===== config.mk =====
export PLATFORM = sky130hd
export DESIGN_NAME = perceptron_train_ctrl
export DESIGN_NICKNAME = d
export VERILOG_FILES = /design/src/rtl/perceptron_train_pkg.sv /design/src/rtl/perceptron_sample_seq.sv /design/src/rtl/perceptron_train_ctrl.sv
export SDC_FILE = /design/constraint.sdc
export NUM_CORES = 1
export LEC_CHECK = 0
export ABC_AREA = 1
export BUFFER_PORTS_ARGS = -buffer_cell sky130_fd_sc_hd__buf_2
export CORE_MARGIN = 4
export CORE_UTILIZATION = 55
export DETAILED_ROUTE_END_ITERATION = 8
export PLACE_DENSITY_LB_ADDON = 0.12
export SLEW_MARGIN = 5
export SYNTH_ARGS = -nofsm -noshare
export SYNTH_HDL_FRONTEND = slang
export SYNTH_HIERARCHICAL = 1
export SYNTH_SLANG_ARGS = --single-unit

===== constraint.sdc =====
create_clock -name Clk -period 4.27 [get_ports Clk]
set_input_delay 0.2135 -clock Clk [delete_from_list [all_inputs] [get_ports Clk]]
set_output_delay 0.2135 -clock Clk [all_outputs]
set_load 0.005 [all_outputs]

===== src/rtl/perceptron_train_pkg.sv =====
// rtl/perceptron_train_pkg.sv - state encoding and datapath select codes for the perceptron training controller
package perceptron_train_pkg;

  typedef enum logic [3:0] {
    IDLE,
    FETCH,
    LOAD,
    EVAL,
    UPD_W1,
    UPD_W2,
    UPD_B,
    NEXT,
    CHECK,
    FINISH
  } state_t;

  localparam logic [1:0] SEL_W1 = 2'b00;
  localparam logic [1:0] SEL_W2 = 2'b01;
  localparam logic [1:0] SEL_B  = 2'b10;

endpackage


===== src/rtl/perceptron_sample_seq.sv =====
// rtl/perceptron_sample_seq.sv - sample address counter with wrap flag and saturating epoch counter with limit compare
module perceptron_sample_seq
  import perceptron_train_pkg::*;
#(
  parameter int N_SAMPLES  = 4,
  parameter int ADDR_W     = 8,
  parameter int MAX_EPOCHS = 16,
  parameter int EPOCH_W    = 8
) (
  input  logic               Clk,
  input  logic               Rst,
  input  logic               i_addr_clr,
  input  logic               i_addr_step,
  input  logic               i_epoch_clr,
  input  logic               i_epoch_inc,
  output logic [ADDR_W-1:0]  o_mem_addr,
  output logic               o_addr_last,
  output logic [EPOCH_W-1:0] o_epoch_cnt,
  output logic               o_epoch_limit
);

  logic [ADDR_W-1:0]  r_addr;
  logic [EPOCH_W-1:0] r_epoch;

  assign o_mem_addr    = r_addr;
  assign o_epoch_cnt   = r_epoch;
  assign o_addr_last   = (r_addr == ADDR_W'(N_SAMPLES - 1));
  // True when the epoch now being closed is the last one allowed
  assign o_epoch_limit = ((32'(r_epoch) + 32'd1) == 32'(MAX_EPOCHS));

  always_ff @(posedge Clk) begin
    if (Rst || i_addr_clr) begin
      r_addr <= '0;
    end else if (i_addr_step) begin
      r_addr <= o_addr_last ? '0 : r_addr + 1'b1;
    end
  end

  always_ff @(posedge Clk) begin
    if (Rst || i_epoch_clr) begin
      r_epoch <= '0;
    end else if (i_epoch_inc && (r_epoch != '1)) begin
      r_epoch <= r_epoch + 1'b1;
    end
  end

endmodule


===== src/rtl/perceptron_train_ctrl.sv =====
// rtl/perceptron_train_ctrl.sv - control FSM sequencing fetch/evaluate/update epochs of the perceptron datapath
// Optional per-epoch mismatch counter on o_err_cnt is built only when PERCEPTRON_ERR_COUNT_EN is defined.
module perceptron_train_ctrl
  import perceptron_train_pkg::*;
#(
  parameter int N_SAMPLES  = 4,
  parameter int ADDR_W     = 8,
  parameter int MAX_EPOCHS = 16,
  parameter int EPOCH_W    = 8
) (
  input  logic               Clk,
  input  logic               Rst,
  input  logic               i_start,
  input  logic               i_ttoy_flag,
  output logic [ADDR_W-1:0]  o_mem_addr,
  output logic               o_mem_rd,
  output logic               o_enx1,
  output logic               o_enx2,
  output logic               o_ent,
  output logic               o_enw1,
  output logic               o_enw2,
  output logic               o_enb,
  output logic [1:0]         o_sel,
  output logic [1:0]         o_dsel,
  output logic               o_finish_flag,
  output logic               o_busy,
  output logic               o_done,
  output logic               o_converged,
  output logic [EPOCH_W-1:0] o_epoch_cnt,
  output logic [ADDR_W-1:0]  o_err_cnt
);

  state_t r_state, w_next;
  logic   r_upd_seen, r_done, r_converged;
  logic   w_run_start, w_addr_step, w_epoch_inc, w_addr_last, w_epoch_limit;
  logic   w_mismatch, w_epoch_again, w_to_finish;

  perceptron_sample_seq #(
    .N_SAMPLES (N_SAMPLES),
    .ADDR_W    (ADDR_W),
    .MAX_EPOCHS(MAX_EPOCHS),
    .EPOCH_W   (EPOCH_W)
  ) u_seq (
    .Clk          (Clk),
    .Rst          (Rst),
    .i_addr_clr   (w_run_start),
    .i_addr_step  (w_addr_step),
    .i_epoch_clr  (w_run_start),
    .i_epoch_inc  (w_epoch_inc),
    .o_mem_addr   (o_mem_addr),
    .o_addr_last  (w_addr_last),
    .o_epoch_cnt  (o_epoch_cnt),
    .o_epoch_limit(w_epoch_limit)
  );

  always_ff @(posedge Clk) begin
    if (Rst) r_state <= IDLE;
    else     r_state <= w_next;
  end

  always_comb begin
    w_next      = r_state;
    w_run_start = 1'b0;
    w_addr_step = 1'b0;
    w_epoch_inc = 1'b0;
    o_mem_rd    = 1'b0;
    o_enx1      = 1'b0;
    o_enx2      = 1'b0;
    o_ent       = 1'b0;
    o_enw1      = 1'b0;
    o_enw2      = 1'b0;
    o_enb       = 1'b0;
    o_sel       = SEL_W1;
    o_dsel      = SEL_W1;
    case (r_state)
      IDLE, FINISH: begin
        if (i_start) begin
          w_run_start = 1'b1;
          w_next      = FETCH;
        end
      end
      FETCH: begin
        o_mem_rd = 1'b1;
        w_next   = LOAD;
      end
      LOAD: begin
        o_enx1 = 1'b1;
        o_enx2 = 1'b1;
        o_ent  = 1'b1;
        w_next = EVAL;
      end
      EVAL:   w_next = i_ttoy_flag ? NEXT : UPD_W1;
      UPD_W1: begin
        o_sel  = SEL_W1;
        o_dsel = SEL_W1;
        o_enw1 = 1'b1;
        w_next = UPD_W2;
      end
      UPD_W2: begin
        o_sel  = SEL_W2;
        o_dsel = SEL_W2;
        o_enw2 = 1'b1;
        w_next = UPD_B;
      end
      UPD_B: begin
        o_sel  = SEL_B;
        o_dsel = SEL_B;
        o_enb  = 1'b1;
        w_next = NEXT;
      end
      NEXT: begin
        w_addr_step = 1'b1;
        w_next      = w_addr_last ? CHECK : FETCH;
      end
      CHECK: begin
        w_epoch_inc = 1'b1;
        w_next      = (!r_upd_seen || w_epoch_limit) ? FINISH : FETCH;
      end
      default: w_next = IDLE;
    endcase
  end

  assign w_mismatch    = (r_state == EVAL) && !i_ttoy_flag;
  assign w_epoch_again = (r_state == CHECK) && (w_next == FETCH);
  assign w_to_finish   = (r_state == CHECK) && (w_next == FINISH);

  always_ff @(posedge Clk) begin
    if (Rst) begin
      r_upd_seen  <= 1'b0;
      r_converged <= 1'b0;
      r_done      <= 1'b0;
    end else begin
      r_done <= w_to_finish;
      if (w_run_start || w_epoch_again) r_upd_seen <= 1'b0;
      else if (w_mismatch)              r_upd_seen <= 1'b1;
      if (w_run_start)      r_converged <= 1'b0;
      else if (w_to_finish) r_converged <= !r_upd_seen;
    end
  end

  assign o_finish_flag = (r_state == FINISH);
  assign o_busy        = (r_state != IDLE) && (r_state != FINISH);
  assign o_done        = r_done;
  assign o_converged   = r_converged;

`ifdef PERCEPTRON_ERR_COUNT_EN
  logic [ADDR_W-1:0] r_err_cnt;

  // Cleared only when another epoch follows, so FINISH keeps the final epoch's count
  always_ff @(posedge Clk) begin
    if (Rst || w_run_start || w_epoch_again) begin
      r_err_cnt <= '0;
    end else if (w_mismatch && (r_err_cnt != '1)) begin
      r_err_cnt <= r_err_cnt + 1'b1;
    end
  end

  assign o_err_cnt = r_err_cnt;
`else
  assign o_err_cnt = '0;
`endif

endmodule


==> metrics.md <==
| Metric | Value |
|---|---|
| Status | complete, no violations |
| TritonCTS Buffers | 3 |
| First-pass GRT wire length | 4750 microns |
| CP Class | flip-flop to flip-flop |
| Global route overflow | 0 |
| Number of antenna diodes | 0 |
| DRC | 0 |
| Area grow syn2layout | 11.4% |
| Max-Cap Viols | 0 |
| CTS Sinks | 23 |
| Crit end category | flip-flop |
| Hold buffers post-CTS | 0 |
| H-tree depth | 1 |
| Worst Path Required | 4.48 ns |
| Die Span Y | 58.8 microns |
| Fin. max-slew vios | 0 |
| Row count | 18 |
| Post-synthesis sequential area ratio | 32.4% |
| Crit-path slowest cell | dfxtp_1 |
| Pin count of the biggest net entering global routing | 13 |
| WL final | 2810 microns |
| Setup Buffers After CTS | 0 |
| YS warnings | 6 |
| Initial Util | 57.4% |
| Avg Cell Area, Syn | 6.40 sq um |
| Boundary Pins | 43 |
| Gate count of the mapped netlist | 222 |
| Pre-antenna DRT Iters | 4 |
| Worst skew pair latency | 0.30 ns |
| Register bit total from synthesis | 23 |
| Fmax | 550 MHz |
| Worst setup SP type | flip-flop |
| CTS Buffer Depth | 2 |
| Nets | 261 |
| Fin crit share | 42.6% |
| CORE AREA | 0.00248 sq mm |
| Count of cell types in the netlist | 23 |
| Drt initial violations | 55 |
| Post-synth top area share | 32.4% |
| WL/cell | 9.88 microns |
| DP HPWL | 2240 microns |
| Vias per cell | 4.65 |
| Final setup viols | 0 |
| P per Cell Area | 268 mW/mm^2 |
| Post-synthesis cell area | 0.00142 sq mm |
| Reg clk slew, reported paths | 0.12 ns |
| Crit-path most repeated cell | nor2_1 |
| Max stage delay on crit path | 0.42 ns |
| Layout cells sized above 1 | 25.6% |
| Crit path max fanout | 5 |
| Largest area contributor in the netlist | dfxtp_1 |
| Total Routing Usage GR | 17.6% |
| Placer Congestion | 0.878 |
| Clock skew | 0.00494 ns |
| Worst path cell trace | ha_1, nand2_2, nor2_2, nand2_1, nand2_1, nor2_1, nand2_1, nor2_1, or2_2, nand2_2, nand3_2, nor2_1, nor2_1 |
| Die Width | 58.8 microns |
| CP bufs+invs | 0 |
| Top post-synthesis cells by area | dfxtp_1 (32%), nand2_1 (13%), nor2_1 (11%), inv_1 (7.4%), buf_4 (6.9%) |
| Layout Utilization | 63.9% |
| Vias in the first global route | 1098 |
| Final ANT Viol Nets | 0 |
| Max VDD drop | 199 uV |
| I/O Buffers | 34 |
| Period minus WS final | 1.82 ns |
| Clk root buf | clkbuf_4 |
| Setup TNS | 0 ns |
| Initial antenna violation count | 0 |
| Hold crit path type | primary input to flip-flop |
| Cts repair resizes | 0 |
| P_leak | 0.000838 uW |
| RSZ-0062 raised after global routing | false |
| CTS tree | done |
| CP top delay family | simple AND/OR/NAND/NOR gates |
| Die area | 0.00346 sq mm |
| Final Hold Vio Count | 0 |
| Critical Path AT | 2.03 ns |
| Routed via count | 1320 |
synthesized netlist by cell type:
library cell  number
nand2_1           49
o21ai_0            6
nor3_1             4
or2_2              1
xor2_1             2
nand3_1           12
inv_1             28
conb_1             1
nor2_1            40
nand3_2            1
buf_4             13
nand4_1            2
xnor2_1            1
mux2i_1            1
nand2_2            9
nand2_4            2
inv_4              1
nor2_4             1
a21oi_1           10
inv_2              3
ha_1               2
nor2_2            10
dfxtp_1           23
placed cells by master (no fill, tap or decap), drive strengths merged:
master	Yosys	layout
buf	13	34
xor2	2	2
nor2	51	51
o21ai	6	6
dfxtp	23	23
mux2i	1	1
clkbuf	0	4
or2	1	1
ha	2	2
a21oi	10	10
nor3	4	4
inv	32	32
nand2	60	60
conb	1	8
xnor2	1	1
nand4	2	2
nand3	13	13
metrics by stage:
stage          cells  total power (uW)  hold slack [ns]  setup slack [ns]  area [sq um]
2_1_floorplan    229               314            0.283              2.57          1450
3_3_place_gp     280               331            0.458              2.54          1560
3_5_place_dp     280               332            0.473              2.48          1560
4_1_cts          284               431            0.147              2.45          1580
5_1_grt          284               466            0.143              2.28          1580
6_report         284               425            0.156              2.45          1580
metal layers:
metal	up-vias	part of all wire, %	GRT usage (%)
li1	728	-	-
met1	547	48	25.1
met2	43	43	26.2
met3	2	8.4	4.17
met4	0	0.50	5.83
met5	-	0	0
cell type report:
cell class | count | area (sq um)
Multi-Input combinational cell | 161 | 767
Timing Repair Buffer | 34 | 170
Sequential cell | 23 | 460
Clock buffer | 4 | 26.3
Tap cell | 30 | 37.5
Inverter | 32 | 123
Fill cell | 259 | 893
path summary, 6_finish.rpt:
check | startpoint | endpoint | slack, ns | cells past startpoint
worst max-delay path | u_seq/o_epoch_cnt[1] | r_upd_seen | 2.45 | 13
worst min-delay path | Rst | r_state[2] | 0.16 | 2
worst max register to register | u_seq/o_epoch_cnt[1] | r_upd_seen | 2.45 | 13
worst min register to register | o_converged | o_converged | 0.50 | 2
cells by family after synthesis:
group	synth area share [%]
simple gates	41.9
buf+inv	15.5
flops	32.4
compound gates	5.63
xor+xnor	1.85
fa+ha+maj	1.76
other cells	0.264
mux	0.704
power by group:
group | total [uW] | switching [uW] | internal [uW]
combinational | 98.9 | 64.3 | 34.6
clock | 98.5 | 62.1 | 36.4
sequential | 228 | 6.77 | 221
registers in the layout, summed over array words and instances (netlist names):
register,count
o_converged,1
o_done,1
r_state,4
r_upd_seen,1
u_seq/o_epoch_cnt,8
u_seq/o_mem_addr,8
No activity file was read; power rests on OpenSTA's default activity.
